File: src/rtl/microwave_ctrl.sv
// Microwave oven controller: keypad digit entry, mm:ss timer load/enable
// sequencing, magnetron drive and door/stop interlocks.
module microwave_ctrl (
   input  logic       clk,
   input  logic       clear,
   input  logic       tick,
   input  logic       key_valid,
   input  logic [3:0] key_digit,
   input  logic       start,
   input  logic       stop,
   input  logic       door_closed,
   input  logic       timer_zero,
   output logic [3:0] so_data,
   output logic [3:0] st_data,
   output logic [3:0] min_data,
   output logic       timer_load,
   output logic       timer_enable,
   output logic       timer_clearn,
   output logic       mag_on,
   output logic       done,
   output logic [2:0] state
);

   typedef enum logic [2:0] {
      IDLE  = 3'd0,
      ENTRY = 3'd1,
      LOAD  = 3'd2,
      COOK  = 3'd3,
      PAUSE = 3'd4,
      DONE  = 3'd5
   } state_t;

   state_t     state_q, state_d;
   logic [3:0] so_q, st_q, min_q;
   logic       clearn_q;
   logic       key_ok;
   logic       dig_shift, dig_zero, clr_pulse;
   logic       cook_pause;

   assign key_ok     = key_valid && (key_digit <= 4'd9);
   assign cook_pause = !timer_zero && (stop || !door_closed);

   always_comb begin
      state_d   = state_q;
      dig_shift = 1'b0;
      dig_zero  = 1'b0;
      clr_pulse = 1'b0;
      unique case (state_q)
         IDLE: begin
            if (key_ok) begin
               dig_shift = 1'b1;
               state_d   = ENTRY;
            end
         end
         ENTRY: begin
            if (stop) begin
               dig_zero = 1'b1;
               state_d  = IDLE;
            end else if (start && door_closed && (st_q <= 4'd5) &&
                         ({min_q, st_q, so_q} != 12'h000)) begin
               state_d = LOAD;
            end else if (key_ok) begin
               dig_shift = 1'b1;
            end
         end
         LOAD:  state_d = COOK;
         COOK: begin
            if (timer_zero)      state_d = DONE;
            else if (cook_pause) state_d = PAUSE;
         end
         PAUSE: begin
            if (stop) begin
               dig_zero  = 1'b1;
               clr_pulse = 1'b1;
               state_d   = IDLE;
            end else if (start && door_closed) begin
               state_d = COOK;
            end
         end
         DONE: begin
            if (stop || !door_closed || key_ok) begin
               dig_zero = 1'b1;
               state_d  = IDLE;
            end
         end
         default: state_d = IDLE;
      endcase
   end

   always_ff @(posedge clk or posedge clear) begin
      if (clear) state_q <= IDLE;
      else       state_q <= state_d;
   end

   always_ff @(posedge clk or posedge clear) begin
      if (clear) begin
         so_q  <= '0;
         st_q  <= '0;
         min_q <= '0;
      end else if (dig_zero) begin
         so_q  <= '0;
         st_q  <= '0;
         min_q <= '0;
      end else if (dig_shift) begin
         min_q <= st_q;
         st_q  <= so_q;
         so_q  <= key_digit;
      end
   end

   // Held low through clear and for the first IDLE cycle after a PAUSE cancel.
   always_ff @(posedge clk or posedge clear) begin
      if (clear) clearn_q <= 1'b0;
      else       clearn_q <= !clr_pulse;
   end

   assign so_data      = so_q;
   assign st_data      = st_q;
   assign min_data     = min_q;
   assign state        = state_q;
   assign timer_load   = (state_q == LOAD);
   assign mag_on       = (state_q == COOK);
   assign done         = (state_q == DONE);
   assign timer_enable = (state_q == COOK) && tick && !cook_pause;
   assign timer_clearn = clearn_q;

endmodule
File: config.mk
export PLATFORM = sky130hd
export DESIGN_NAME = microwave_ctrl
export DESIGN_NICKNAME = d
export VERILOG_FILES = /design/src/rtl/microwave_ctrl.sv
export SDC_FILE = /design/constraint.sdc
export NUM_CORES = 1
export LEC_CHECK = 0
export CORE_ASPECT_RATIO = 1.1
export CORE_MARGIN = 2
export CORE_UTILIZATION = 35
export CTS_BUF_LIST = sky130_fd_sc_hd__clkbuf_2 sky130_fd_sc_hd__clkbuf_4 sky130_fd_sc_hd__clkbuf_8
export DETAILED_ROUTE_END_ITERATION = 10
export HOLD_SLACK_MARGIN = 0.15
export SLEW_MARGIN = 20
export SYNTH_ARGS = -nofsm -noshare
export SYNTH_HDL_FRONTEND = slang
export SYNTH_SLANG_ARGS = --single-unit
File: constraint.sdc
create_clock -name clk -period 3.7 [get_ports clk]
set_clock_uncertainty 0.2 [all_clocks]
set_input_delay 0.555 -clock clk [delete_from_list [all_inputs] [get_ports clk]]
set_output_delay 0.555 -clock clk [all_outputs]
set_load 0.02 [all_outputs]
Yosys cells after proc, flatten, opt, wreduce, memory -nomap -nowiden
Cells that the tools add are included.
{ "word_totals": {"out_inout_bits": 20, "memories": 0, "ramBits": 0, "in_bits": 12, "latchBits": 0, "rom_bits": 0, "word_cells": 58, "reg_bits": 16} }
{ "op_classes": {"n_bitwise": 0, "mul": 0, "eq_ne": 10, "shift": 0, "div": 0, "addsub": 0, "n_mux": 23, "n_lt_le_gt_ge": 2, "n_reduce_logical": 18} }
{ "ops": {"columns": ["cell", "n"], "rows": [
  ["2-to-1 mux 3 bit", 8],
  ["2-to-1 mux 4 bit", 6],
  ["one-hot mux 3 bit (6 select lines)", 1],
  ["nonzero test 12 bit", 1],
  ["logical AND 1 bit", 7],
  ["equality test 3 x 2 -> 1 bit, second input constant", 2],
  ["equality test 3 bit, second input constant", 2],
  ["2-to-1 mux 1 bit", 6],
  ["!= test 3 bit, second input constant", 2],
  ["AND reduction 5 bit", 1],
  ["<= comparator 4 x 3 -> 1 bit, second input constant", 1],
  ["<= comparator 4 bit, second input constant", 1],
  ["zero test 1 bit", 4],
  ["one-hot mux 1 bit (2 select lines)", 2],
  ["equality test 3 x 1 -> 1 bit, second input constant", 1],
  ["zero test 3 bit", 1],
  ["!= test 3 x 2 -> 1 bit, second input constant", 1],
  ["logical OR 1 bit", 2],
  ["!= test 2 x 1 -> 1 bit, second input constant", 1],
  ["!= test 2 bit, second input constant", 1],
  ["nonzero test 2 bit", 1],
  ["OR reduction 2 bit", 1]
]} }

Logic depth before layout (Yosys ltp)
{ "logic_depth": {"depth_word": 8, "depth_mapped": 6, "depth_no_buf": 4} }

Least setup slack after synthesis
Ideal clock, no wire load.
{ "synth_path": {"path_kind": "reg2out", "startpoint": "register state_q[1] (netlist: state[1])", "endpoint": "output timer_enable", "path_stages_with_launch": 4, "path_slack_ns": 1.747, "t_arrival_ns": 1.198, "required_time_ns": 2.945, "path_cell_list": "dfrtp_1 > nor2b_1 > nand2_1 > nor2_1"} }
{ "synth_via": {"elab_chain_len": 3} }
{ "synth_lines": {"columns": ["item", "line", "source"], "rows": [
  ["start, declared", "33", "state_t state_q, state_d;"],
  ["start signal, assigned", "92", "else state_q <= state_d;"],
  ["equality test 3 x 2 -> 1 bit", "124", "assign timer_enable = (state_q == COOK) && tick && !cook_pause;"],
  ["logical AND 1 bit (2 in a row)", "124", null],
  ["end, declared", "17", "output logic timer_enable,"]
]} }
Every way passes these cells.

Worst setup path after layout
{ "layout_path": {"startpoint": "input stop", "endpoint": "output timer_enable"} }
{ "layout_via": {"elab_chain_len": 4} }
{ "layout_lines": {"columns": ["item", "line", "source"], "rows": [
  ["start, declared", "10", "input logic stop,"],
  ["logical OR 1 bit", "41", "assign cook_pause = !timer_zero && (stop || !door_closed);"],
  ["logical AND 1 bit", "41", null],
  ["zero test 1 bit", "124", null],
  ["logical AND 1 bit", "124", null]
]} }
Every way passes these cells.

==> flow_summary.ini <==
[cts]
cts_resized = 0
clk_pin_slew_worst_paths_ns = 0.10
post-cts-setup-buffer-count = 0
cts.sinks = 16
htreeDepth = 1
cts_buffer_depth = 2
clk_latency_ns = 0.29
cts-root-buf = clkbuf_4
ctsHoldBuffers = 0
cts_tree = done
numCtsBuffers = 3

[cells_and_area]
fin_nets = 150
post-route-cell-area_um2 = 1370
final_util_pct = 49.2
nFillCells = 286
final_cells = 170
synthToLayoutAreaGrowth_pct = 33.3
multi_input_area_um2 = 518
diodes = 0
seq_area_um2 = 400
drive_gt1_share_pct = 8.76

[critical_path]
r2r_start = state[0]$_DFFE_PP0P_
critical_path_class = input pin to output port
cpMostUsedCell = clkdlybuf4s50_1
path_buf_inv = 2
cp.arrival_ns = 2.10
slowest_stage = clkdlybuf4s50_1
reg2reg_depth = 4
cp_slowest_stage_delay_ns = 0.62
cp_max_fo = 11
r2r_slack_ns = 1.69
critical_path.cell_chain = clkdlybuf4s50_1 > nor2b_1 > o21ai_0 > nor2_1 > clkdlybuf4s50_1
end_kind = output port
reg2reg_to = state[0]$_DFFE_PP0P_
crit_required_ns = 2.94
start_kind = input pin
path_delay_family = buffers and inverters

[logic_synthesis]
synth-xor-area-share_pct = 0.855
synth_top_area_share_pct = 39.1
synth.distinct_cells = 39
synth_nets = 120
yosysTopAreaCell = dfrtp_1
ys_seq_area_share_pct = 39.1
synth_compound_area_share_pct = 19.5
synthFlopType = dfrtp_1
synth_fa_ha_area_share_pct = 0
synth_edf_count = 0
synth_warnings = 0
synth_top_family_by_area = compound AO/OA/AOI/OAI gates
ys_async_sr_fraction_pct = 100
synth.avg_cell_area_um2 = 9.49
yosys.area_share.simple_pct = 16.8
yosys-top-cells-area = dfrtp_1 39%, mux2i_1 11%, inv_1 5.1%, o21ai_0 3.9%, o21ai_1 3.4%
synthCells = 108
ys_ff_latch = 16
muxShareOfSynthArea_pct = 13.3
synth_area_um2 = 1020

[place]
place_inst = 166
hpwl_um = 1790
dpl_cell_area_um2 = 1330
portBuffers = 31
place_congestion = 0.776
place_ws_ns = 0.840

[timing]
worst_slew_margin_rel_pct = 59.3
drv_slew = 0
fin_crit_ns = 2.85
fin_setup_tns_ns = 0
rsz0062_at_grt = no
holdWs_ns = 0.366
worst_slack_ns = 0.847
period_share_pct = 77.1
final-hold-violation-count = 0
setup_viol = 0
worst_slew_pin_slew_ns = 0.610
clock.fmax_mhz = 351

[detailed_routing]
drc = 0
via_per_inst = 5.29
vias = 900
wl_um = 2420
drtPass1Iterations = 4
avgRoutedWirePerCell_um = 14.2
ant_nets = 0
drt_iter0_drc = 24

[power]
pwr-share-clk_pct = 10.7
p_per_area_nw_per_um2 = 787
p_switching_mw = 0.472
p_total_mw = 1.08
ir_worst_vdd_uv = 486
swShare_pct = 43.9
seqPwrFrac_pct = 32.9
pwr-share-comb_pct = 56.4
leakage_nw = 0.622
internal_power_mw = 0.604

[status]
status = completed

[hold_path]
min_to = st_data[0]$_DFFE_PP0P_
min_path_type = register to register
min_path_cells = 2
hp-start = so_data[0]$_DFFE_PP0P_

[die]
core_um2 = 2780
die_w_um = 55.6
start_util_pct = 36.9
die_area_um2 = 3380
io_pins = 32
dieHeight_um = 60.8
fp-row-count = 20

[global_route]
met2_usage_pct = 26.4
globalRouteTotalUtil_pct = 15.6
use_met3_pct = 4.48
grt_use_met1_pct = 19.8
grt_pass1_wl_um = 4060
antenna_found_initial = 0
top_usage_layer = met2
grt_max_degree = 20
overflow = 0
first_global_vias = 853

[job]
maxCapViolCount = 0
worst reg2reg max path, delay by kind of cell (launching register included):
| family | cells | cell delay, ns |
|---|---|---|
| multiplexers | 1 | 0.32 |
| AO/OA/AOI/OAI | 1 | 0.21 |
| flip-flops | 1 | 0.72 |
| AND/OR/NAND/NOR | 2 | 0.45 |
layout make-up:
class | instances | share of cell area, %
clock buffers | 4 | 2.66
inverters | 14 | 3.85
flip-flops and latches | 16 | 29.3
repair buffers | 32 | 23.3
well taps | 33 | 3.02
multi-input cells | 71 | 37.9
state kept, by name (all words and copies together) (netlist names):
signal and cells:
so_data 4, state 3, timer_clearn 1, min_data 4
st_data 4
per-layer routing:
layer | vias up | share of wire [%]
met3 | 2 | 3.7
met2 | 22 | 49
li1 | 436 | -
met5 | - | 0
met1 | 440 | 47
met4 | 0 | 0.70
cell usage in the layout (no fill, tap or decap):
cell and instances:
nor3_1 1, inv_1 14, xor2_1 1, o21ai_1 7, o32a_1 1, nand4_1 1, and3_1 1, dfrtp_1 16
nand3b_1 1, clkbuf_4 3, nor2_1 4, nand4b_1 1, nand2b_1 1, and2_1 1, o2bb2ai_1 2, nand2_1 4
a2bb2oi_1 1, mux2_2 1, a21oi_1 3, o211ai_1 3, a21boi_1 1, nand2b_4 1, nor4_1 1, o31ai_1 1
nor4_2 1, clkdlybuf4s50_1 31, nand3_1 1, nor2b_1 5, o21ai_0 8, mux2i_1 11, clkbuf_8 1, and4b_1 1
or3_4 1, buf_4 1, a31oi_1 1, or2_1 1, a31o_2 1, a31oi_4 1, mux2_4 1
synth_stat cells (2+ instances only):
cell type / count
mux2i_1: 11
o211ai_1: 3
clkbuf_1: 2
nand2_1: 4
buf_6: 3
o2bb2ai_1: 2
nor2b_1: 5
a21oi_1: 3
o21ai_1: 7
inv_1: 14
dfrtp_1: 16
nor2_1: 4
o21ai_0: 8
power groups by stage:
stage                     logic [mW]  registers, mW  clock network [mW]
final                          0.607          0.354               0.115
after CTS                      0.610          0.355               0.119
after floorplan                0.360          0.386                   0
after detailed placement       0.608          0.358                   0
after global placement         0.598          0.354                   0
after global routing           0.656          0.369               0.131
how the worst max path moves through the flow:
| stage | start | endpoint | slack, ns | cells past startpoint |
|---|---|---|---|---|
| 2_1_floorplan | state[1]$_DFFE_PP0P_ | timer_enable | 1.75 | 3 |
| 3_3_place_gp | stop | timer_enable | 0.88 | 5 |
| 3_5_place_dp | stop | timer_enable | 0.84 | 5 |
| 4_1_cts | stop | timer_enable | 0.84 | 5 |
| 5_1_grt | stop | timer_enable | 0.76 | 5 |
| 6_report | stop | timer_enable | 0.85 | 5 |
cells by family (layout without fill, tap and decap cells):
kind of cell	after synthesis	in the layout
AO/OA/AOI/OAI	30	30
XOR/XNOR	1	1
buffers and inverters	21	50
flip-flops	16	16
multiplexers	13	13
AND/OR/NAND/NOR	27	27
Power figures use the tool's default switching activity.
